[config.mk]
export PLATFORM = sky130hd
export DESIGN_NAME = accum_scheduler_flat
export DESIGN_NICKNAME = d
export VERILOG_FILES = /design/src/rtl/accum_scheduler_pkg.sv /design/src/rtl/accum_scheduler_if.sv /design/src/rtl/accum_core.sv /design/src/rtl/accum_scheduler.sv /design/src/flat_wrapper.sv
export SDC_FILE = /design/constraint.sdc
export NUM_CORES = 1
export LEC_CHECK = 0
export BUFFER_PORTS_ARGS = -buffer_cell sky130_fd_sc_hd__buf_2
export CORE_UTILIZATION = 55
export DETAILED_ROUTE_END_ITERATION = 10
export GPL_ROUTABILITY_DRIVEN = 0
export HOLD_SLACK_MARGIN = 0.03
export PLACE_DENSITY = 0.95
export REMOVE_ABC_BUFFERS = 1
export SLEW_MARGIN = 20
export SYNTH_ARGS = -nofsm -noshare
export SYNTH_HDL_FRONTEND = slang
export SYNTH_SLANG_ARGS = --single-unit
[constraint.sdc]
create_clock -name clk -period 10.67 [get_ports clk]
set_input_delay 1.6005 -clock clk [delete_from_list [all_inputs] [get_ports clk]]
set_output_delay 1.6005 -clock clk [all_outputs]
set_load 0.02 [all_outputs]
[src/rtl/accum_scheduler_pkg.sv]
// rtl/accum_scheduler_pkg.sv - shared FSM state type and default sizing constants
package accum_scheduler_pkg;

    typedef enum logic [1:0] {
        IDLE = 2'd0,
        RUN  = 2'd1,
        RESP = 2'd2
    } state_t;

    localparam int N_REQ_DEF = 4;
    localparam int W_DEF     = 32;

endpackage

[src/rtl/accum_scheduler_if.sv]
// rtl/accum_scheduler_if.sv - requester beat bus and result bus of the shared accumulator
interface accum_scheduler_if
    import accum_scheduler_pkg::*;
#(
    parameter int N_REQ = N_REQ_DEF,
    parameter int W     = W_DEF
);
    localparam int IDW = $clog2(N_REQ);

    logic [N_REQ-1:0]   req_valid;
    logic [N_REQ-1:0]   req_last;
    logic [N_REQ*W-1:0] req_up;
    logic [N_REQ*W-1:0] req_down;
    logic [N_REQ-1:0]   req_ready;
    logic               rsp_valid;
    logic [IDW-1:0]     rsp_id;
    logic [W-1:0]       rsp_sum;
    logic               busy;

    modport master (
        output req_valid, req_last, req_up, req_down,
        input  req_ready, rsp_valid, rsp_id, rsp_sum, busy
    );

    modport slave (
        input  req_valid, req_last, req_up, req_down,
        output req_ready, rsp_valid, rsp_id, rsp_sum, busy
    );

endinterface

[src/rtl/accum_core.sv]
// rtl/accum_core.sv - W-bit wrap-around accumulator; load starts a new sum, en applies a beat
module accum_core #(
    parameter int W = 32
) (
    input  logic         clk,
    input  logic         reset,
    input  logic         load,
    input  logic         en,
    input  logic [W-1:0] up,
    input  logic [W-1:0] down,
    output logic [W-1:0] sum
);

    always_ff @(posedge clk) begin
        if (reset) begin
            sum <= '0;
        end else if (en) begin
            if (load) begin
                sum <= up - down;
            end else begin
                sum <= sum + up - down;
            end
        end
    end

endmodule

[src/rtl/accum_scheduler.sv]
// rtl/accum_scheduler.sv - round-robin scheduler granting one requester at a time to a shared accumulator
module accum_scheduler
    import accum_scheduler_pkg::*;
#(
    parameter int N_REQ = N_REQ_DEF,
    parameter int W     = W_DEF
) (
    input  logic              clk,
    input  logic              reset,
    accum_scheduler_if.slave  bus
);

    localparam int IDW = $clog2(N_REQ);

    state_t         state;
    state_t         state_nxt;
    logic [IDW-1:0] grant;
    logic [IDW-1:0] last_grant;
    logic [IDW-1:0] winner;
    logic [IDW-1:0] cand;
    logic           found;
    logic           first;
    logic           beat;
    logic [W-1:0]   up_sel;
    logic [W-1:0]   down_sel;
    logic [W-1:0]   acc;
    logic [IDW-1:0] rsp_id_q;
    logic [W-1:0]   rsp_sum_q;

    // Search starts one past the previous owner so every requester gets a turn.
    always_comb begin
        winner = '0;
        found  = 1'b0;
        cand   = '0;
        for (int k = 1; k <= N_REQ; k++) begin
            cand = IDW'((int'(last_grant) + k) % N_REQ);
            if (!found && bus.req_valid[cand]) begin
                found  = 1'b1;
                winner = cand;
            end
        end
    end

    assign up_sel   = bus.req_up[grant*W +: W];
    assign down_sel = bus.req_down[grant*W +: W];
    assign beat     = (state == RUN) && bus.req_valid[grant];

    always_comb begin
        bus.req_ready = '0;
        if (state == RUN) begin
            bus.req_ready[grant] = bus.req_valid[grant];
        end
    end

    always_comb begin
        state_nxt = state;
        case (state)
            IDLE:    if (found) state_nxt = RUN;
            RUN:     if (beat && bus.req_last[grant]) state_nxt = RESP;
            RESP:    state_nxt = IDLE;
            default: state_nxt = IDLE;
        endcase
    end

    always_ff @(posedge clk) begin
        if (reset) begin
            state      <= IDLE;
            grant      <= '0;
            last_grant <= IDW'(N_REQ - 1);
            first      <= 1'b0;
            rsp_id_q   <= '0;
            rsp_sum_q  <= '0;
        end else begin
            state <= state_nxt;
            if (state == IDLE && found) begin
                grant <= winner;
                first <= 1'b1;
            end
            if (beat) begin
                first <= 1'b0;
            end
            if (state == RESP) begin
                last_grant <= grant;
                rsp_id_q   <= grant;
                rsp_sum_q  <= acc;
            end
        end
    end

    accum_core #(.W(W)) u_core (
        .clk   (clk),
        .reset (reset),
        .load  (first),
        .en    (beat),
        .up    (up_sel),
        .down  (down_sel),
        .sum   (acc)
    );

    // Result is live during RESP and then held by the shadow registers.
    assign bus.rsp_valid = (state == RESP);
    assign bus.rsp_id    = (state == RESP) ? grant : rsp_id_q;
    assign bus.rsp_sum   = (state == RESP) ? acc : rsp_sum_q;
    assign bus.busy      = (state != IDLE);

endmodule

[src/flat_wrapper.sv]
// flat-port wrapper written by rule: the top's interface ports become plain ports
module accum_scheduler_flat import accum_scheduler_pkg::*;
#(
    parameter int N_REQ = N_REQ_DEF,
    parameter int W     = W_DEF
)
  (clk, reset, bus_req_valid, bus_req_last, bus_req_up, bus_req_down, bus_req_ready, bus_rsp_valid, bus_rsp_id, bus_rsp_sum, bus_busy);
  accum_scheduler_if #(.N_REQ(N_REQ), .W(W)) bus_i ();
  input  logic clk;
  input  logic reset;
  input wire logic [$bits(bus_i.req_valid)-1:0] bus_req_valid;
  input wire logic [$bits(bus_i.req_last)-1:0] bus_req_last;
  input wire logic [$bits(bus_i.req_up)-1:0] bus_req_up;
  input wire logic [$bits(bus_i.req_down)-1:0] bus_req_down;
  output wire logic [$bits(bus_i.req_ready)-1:0] bus_req_ready;
  output wire logic [$bits(bus_i.rsp_valid)-1:0] bus_rsp_valid;
  output wire logic [$bits(bus_i.rsp_id)-1:0] bus_rsp_id;
  output wire logic [$bits(bus_i.rsp_sum)-1:0] bus_rsp_sum;
  output wire logic [$bits(bus_i.busy)-1:0] bus_busy;
  assign bus_i.req_valid = bus_req_valid;
  assign bus_i.req_last = bus_req_last;
  assign bus_i.req_up = bus_req_up;
  assign bus_i.req_down = bus_req_down;
  assign bus_req_ready = bus_i.req_ready;
  assign bus_rsp_valid = bus_i.rsp_valid;
  assign bus_rsp_id = bus_i.rsp_id;
  assign bus_rsp_sum = bus_i.rsp_sum;
  assign bus_busy = bus_i.busy;
  accum_scheduler #(.N_REQ(N_REQ), .W(W)) u_core (.clk(clk), .reset(reset), .bus(bus_i));
endmodule
==> results of run 1 <==
==> routing by layer <==
metal  GRT usage [%]  routed length, microns  vias to the layer above  share of wire [%]
met5               0                       0                        -                  0
met4            15.7                    1040                        0                4.0
met3            4.76                    2190                      100                8.3
met2            57.8                   13000                      536                 49
met1            38.2                   10100                     4353                 38
li1                -                       -                     4237                  -
==> worst min-delay path: cells and delay by family (launching register included) <==
| kind | cells | cell delay, ns |
|---|---|---|
| flops | 1 | 0.31 |
| simple gates | 1 | 0.05 |
| compound gates | 1 | 0.05 |
==> cell usage after synthesis, drive strengths merged, types with 3 or more instances <==
cell / instances / area share [%]
inv: 170 / 7.3
nand2: 83 / 3.6
a21oi: 79 / 4.5
dfxtp: 73 / 17
o21ai: 72 / 4.1
mux4: 66 / 17
ha: 63 / 9.0
clkbuf: 41 / 1.8
nor2: 39 / 1.7
and2: 35 / 2.5
fa: 32 / 7.3
xnor2: 31 / 3.1
a211oi: 28 / 2.5
xor2: 27 / 2.7
a21o: 26 / 2.2
a31oi: 17 / 1.2
o211ai: 15 / 1.3
buf: 13 / 0.63
nor3: 13 / 0.74
nand3: 12 / 0.69
and3: 11 / 0.79
nand4: 10 / 0.72
a221oi: 8 / 0.87
o21bai: 8 / 0.69
nand2b: 7 / 0.50
nor2b: 7 / 0.50
o221ai: 7 / 0.70
or2: 5 / 0.36
mux2i: 4 / 0.46
o22ai: 4 / 0.29
a311oi: 3 / 0.30
nor4: 3 / 0.21
o21a: 3 / 0.26
==> worst max-delay path by stage <==
stage,from,endpoint,cells past startpoint
after global routing,u_core.grant[0]$_SDFFE_PP0P_,u_core.u_core.sum[29]$_SDFFE_PP0P_,14
after global placement,bus_req_down[97],u_core.u_core.sum[24]$_SDFFE_PP0P_,14
after detailed placement,bus_req_down[1],u_core.u_core.sum[24]$_SDFFE_PP0P_,14
after floorplan,u_core.grant[0]$_SDFFE_PP0P_,u_core.u_core.sum[22]$_SDFFE_PP0P_,14
after CTS,u_core.grant[0]$_SDFFE_PP0P_,u_core.u_core.sum[29]$_SDFFE_PP0P_,14
final,u_core.grant[0]$_SDFFE_PP0P_,u_core.u_core.sum[29]$_SDFFE_PP0P_,14
==> state kept, by name (all words and copies together) (netlist names) <==
name               flops
u_core.first           1
u_core.grant           2
u_core.last_grant      2
u_core.rsp_id_q        2
u_core.rsp_sum_q      32
u_core.state           2
u_core.u_core.sum     32
==> layout make-up <==
class,count,area share (%)
multi-input combinational,745,60.1
tap,211,2.47
sequential,73,13.7
clock inverter,6,0.678
inverter,170,5.96
clock buffer,10,2.23
timing repair buffer,313,14.8
==> stage by stage <==
stage / power (mW) / std cells
after floorplan: 1.27 / 988
after global routing: 2.07 / 1528
after CTS: 1.90 / 1528
final: 1.93 / 1528
after global placement: 1.51 / 1512
after detailed placement: 1.56 / 1512
==> cell families after synthesis <==
| kind of cell | after synthesis | synth area share (%) |
|---|---|---|
| compound gates | 289 | 20.9 |
| simple gates | 232 | 12.9 |
| buf+inv | 224 | 9.71 |
| fa+ha+maj | 95 | 16.4 |
| flops | 73 | 16.7 |
| mux | 71 | 17.6 |
| xor+xnor | 58 | 5.81 |
==> power groups by stage <==
stage,sequential [mW],combinational [mW],clock (mW)
floorplan,0.329,0.939,0
global placement,0.321,1.19,0
detailed placement,0.323,1.23,0
CTS,0.317,1.26,0.326
global route,0.321,1.41,0.337
finish,0.317,1.29,0.326
==> impl_metrics.toml, run 1 <==
[power]
p_switching_mw = 0.904
p_per_area_nw_per_um2 = 181
pwr-share-seq_pct = 16.4
intPower_mw = 1.03
clkPwrFrac_pct = 16.9
leakagePower_nw = 5.25
ir_worst_vdd_v = 0.000110
pwr-share-comb_pct = 66.7
switching_share_pct = 46.8

[placed_design]
pre_cts_ws_ns = 5.35
place_area_sq_um = 10400
hpwl_mm = 20.3
port_buffers = 305

[synthesis]
ys_seq_area_share_pct = 16.7
yosys_warnings = 0
ys_types = 57
netlist_instances = 1042
synthArstFlopShare_pct = 0
synth-seq-cells = 73
synth.avg_cell_area_sq_um = 8.39
ys.flop_type = "dfxtp_1"
synth_edf_count = 0
netlist_area_sq_um = 8740

[floorplan]
die-width_microns = 128
start_util_pct = 56.8
fp.coreArea_sq_um = 15400
core.rowCount = 45
die_y_microns = 128
die-area_sq_um = 16400
io_pins = 306

[clock_tree]
cts_buffer_depth = 2
cts_buffers = 9
cts_sinks = 73
htree_levels = 3
ctsHoldBuffers = 0
clkLatencyLatePin_ns = 0.36
cts_setup_buffers = 0
clk_pin_slew_ns = 0.07
root_buffer = "clkbuf_16"
postCtsResizedCells = 0
cts_tree = "yes"

[hold_path]
holdPathEnd = "u_core.u_core.sum[2]$_SDFFE_PP0P_"
hp-class = "flip-flop to flip-flop"
worstHoldStart = "u_core.u_core.sum[2]$_SDFFE_PP0P_"
hold-path-cell-count = 2

[critical_path]
crit_family = "compound AO/OA/AOI/OAI gates"
worstSetupPathType = "flip-flop to flip-flop"
worst_ep_required_time_ns = 10.87
path_cells = "buf_4 -> mux4_2 -> fa_1 -> inv_1 -> ha_1 -> a21o_1 -> a21o_1 -> a41oi_1 -> nand4_1 -> a31oi_1 -> o211ai_1 -> a31oi_1 -> xor2_1 -> a211oi_1"
startpoint_type = "flip-flop"
r2r-start = "u_core.grant[0]$_SDFFE_PP0P_"
r2r_end = "u_core.u_core.sum[29]$_SDFFE_PP0P_"
cpPeakStageDelay_ns = 0.79
cp_slowest_cell = "dfxtp_4"
cp_max_fo = 38
cp-end-kind = "flip-flop"
worst-path-buf-inv = 2
reg2reg_slack_ns = 5.56
reg2reg_depth = 14
worstPathArrival_ns = 5.32

[global_routing]
track_usage_pct = 32.4
grt_start_max_net_pins = 41
grt_pass1_vias = 9077
grt-ovfl-total = 0
grt_pass1_wl_mm = 42.2
antenna_found_initial = 0

[cells_and_area]
final_common_cell = "buf_2"
multiInputGateArea_sq_um = 6430
area_growth_pct = 22.5
drive_gt1_share_pct = 31.1
nets = 1673
final_cell_mix = "305 x buf_2, 170 x inv_1, 83 x nand2_1"
fill_cells = 1186
regArea_sq_um = 1470
n_antenna_cell = 0
utilization_pct = 69.6
final_area_sq_um = 10700

[timing]
hold_viol_final = 0
fmax_mhz = 196
period_needed_ns = 5.11
slew_viol_final = 0
tightest_slew_ns = 0.702
slew-limit-headroom_pct = 53.2
setup_ws_ns = 5.56
finalSetupViolations = 0
whs_ns = 0.457
setup-tns-final_ns = 0
finalCritPeriodShare_pct = 47.9
finClkSkew_ns = 0.0127
rsz0062_at_grt = "false"

[routing]
vias_per_cell = 6.04
wl_mm = 26.3
drtAntennaViolNets = 0
drc = 0
drt_pass1_iterations = 5
wire_per_inst_microns = 17.2
vias = 9226
drt-initial-drc-count = 768

[job]
maxCapViolCount = 0

[run_status]
status = "finished, final reports clean"
(Power assumes the default switching activity.)
==> run 2: changes to the inputs <==
- CORE_UTILIZATION: 55 -> 52
- PLACE_DENSITY: 0.95 -> 0.92
- clock period: 10.67 -> 4.9 ns (I/O delays scaled with it)
==> run 2 against run 1 <==
Against the previous run: clock skew shrank 0.0016 ns; maximum frequency grew 14%; clock power grew 110%; combinational power grew 120%; cell count grew 1.1%; sequential share of layout area shrank 0.081 points; critical path type unchanged; highest routed layer unchanged.
==> impl_metrics.toml, run 2 (synthesized netlist as in run 1, its figures left out) <==
[run_status]
status = "finished, final reports clean"

[placed_design]
place_inst = 1528
port_buffers = 305
pre_cts_ws_ns = 0.427
place_area_sq_um = 10500
hpwl_mm = 21.6

[cells_and_area]
final_common_cell = "buf_2"
area_growth_pct = 23.2
utilization_pct = 65.4
top_regs = "u_core.rsp_sum_q x32, u_core.u_core.sum x32"
final_cell_mix = "305 x buf_2, 170 x inv_1, 83 x nand2_1"
drive_gt1_share_pct = 31.3
final_area_sq_um = 10800
nets = 1680
fin_cells = 1545

[power]
switching_share_pct = 46.9
leakagePower_nw = 5.28
pwr-share-seq_pct = 16.1
pwr-share-comb_pct = 67.4
ir_worst_vdd_v = 0.000235
p_total_mw = 4.21
intPower_mw = 2.23
clkPwrFrac_pct = 16.5
p_switching_mw = 1.97
p_per_area_nw_per_um2 = 391

[timing]
slew-limit-headroom_pct = 50.0
fmax_mhz = 222
hold_viol_final = 0
setup_ws_ns = 0.403
rsz0062_at_grt = "false"
finClkSkew_ns = 0.0111
slew_viol_final = 0
whs_ns = 0.463
period_needed_ns = 4.50
setup-tns-final_ns = 0
tightest_slew_ns = 0.749
finalCritPeriodShare_pct = 91.8
finalSetupViolations = 0

[floorplan]
start_util_pct = 53.1
core.rowCount = 47
die_y_microns = 132
fp.coreArea_sq_um = 16500
io_pins = 306
die-width_microns = 132
die-area_sq_um = 17300

[clock_tree]
cts_buffer_depth = 2
cts_setup_buffers = 0
cts_buffers = 9
clk_pin_slew_ns = 0.07
cts_sinks = 73
postCtsResizedCells = 0
root_buffer = "clkbuf_16"
ctsHoldBuffers = 0
htree_levels = 3
clkLatencyLatePin_ns = 0.36
cts_tree = "yes"

[routing]
drt_pass1_iterations = 5
vias = 9175
drt-initial-drc-count = 952
vias_per_cell = 5.94
wl_mm = 27.3
wire_per_inst_microns = 17.7
drc = 0
drtAntennaViolNets = 0

[global_routing]
track_usage_pct = 31.7
grt_pass1_wl_mm = 44.1
grt-ovfl-total = 0
grt_start_max_net_pins = 41
antenna_found_initial = 1
grt_pass1_vias = 9259

[hold_path]
hp-class = "flip-flop to flip-flop"

[job]
maxCapViolCount = 0

[critical_path]
worstSetupPathType = "flip-flop to flip-flop"
startpoint_type = "flip-flop"
cp-end-kind = "flip-flop"
worstPathArrival_ns = 4.71
worst_ep_required_time_ns = 5.12
cp_max_fo = 22
-- run 2: cell count changes in the layout (fill, tap and decap cells not counted), sizes merged --
cell / delta
diode: +1
inv: -2
clkinv: +1
clkinvlp: +1
buf: +7
-- run 2: layer usage --
metal / wire [microns] / vias up / track usage, %
met4: 1180 / 0 / 17.2
met5: 0 / - / 0
met3: 2380 / 106 / 5.44
met1: 10300 / 4285 / 37.1
met2: 13400 / 536 / 55.1
li1: - / 4248 / -
-- run 2: area by class of cell --
class                      instances  area, sq um
timing repair buffer             320         1650
fill                            1346         5700
multi-input combinational        745         6430
clock inverter                     6         67.6
sequential                        73         1470
inverter                         170          638
clock buffer                      10          229
antenna                            1         2.50
tap                              220          275
-- run 2: path summary, 6_finish.rpt --
kind	from	endpoint	slack, ns	cells past startpoint
max	u_core.grant[0]$_SDFFE_PP0P_	u_core.u_core.sum[19]$_SDFFE_PP0P_	0.40	14
min	u_core.u_core.sum[2]$_SDFFE_PP0P_	u_core.u_core.sum[2]$_SDFFE_PP0P_	0.46	2
max reg2reg	u_core.grant[0]$_SDFFE_PP0P_	u_core.u_core.sum[19]$_SDFFE_PP0P_	0.40	14
min reg2reg	u_core.u_core.sum[2]$_SDFFE_PP0P_	u_core.u_core.sum[2]$_SDFFE_PP0P_	0.46	2
-- run 2: power groups by stage --
stage / logic (mW) / registers, mW / clock network [mW]
finish: 2.84 / 0.678 / 0.692
global route: 3.09 / 0.684 / 0.716
CTS: 2.76 / 0.678 / 0.693
detailed placement: 2.73 / 0.691 / 0
global placement: 2.63 / 0.688 / 0
floorplan: 2.05 / 0.717 / 0
-- run 2: worst max-delay path: stages, from the launching register on --
cell and delay (ns):
dfxtp_4 0.62, buf_4 0.32, mux4_2 0.56, fa_1 0.52, inv_1 0.05, ha_1 0.34, a21oi_1 0.16, o21ai_0 0.18
a221oi_1 0.32, o21ai_0 0.15, a21oi_1 0.23, o21ai_0 0.21, a311oi_1 0.39, xor2_1 0.18, a21oi_1 0.08
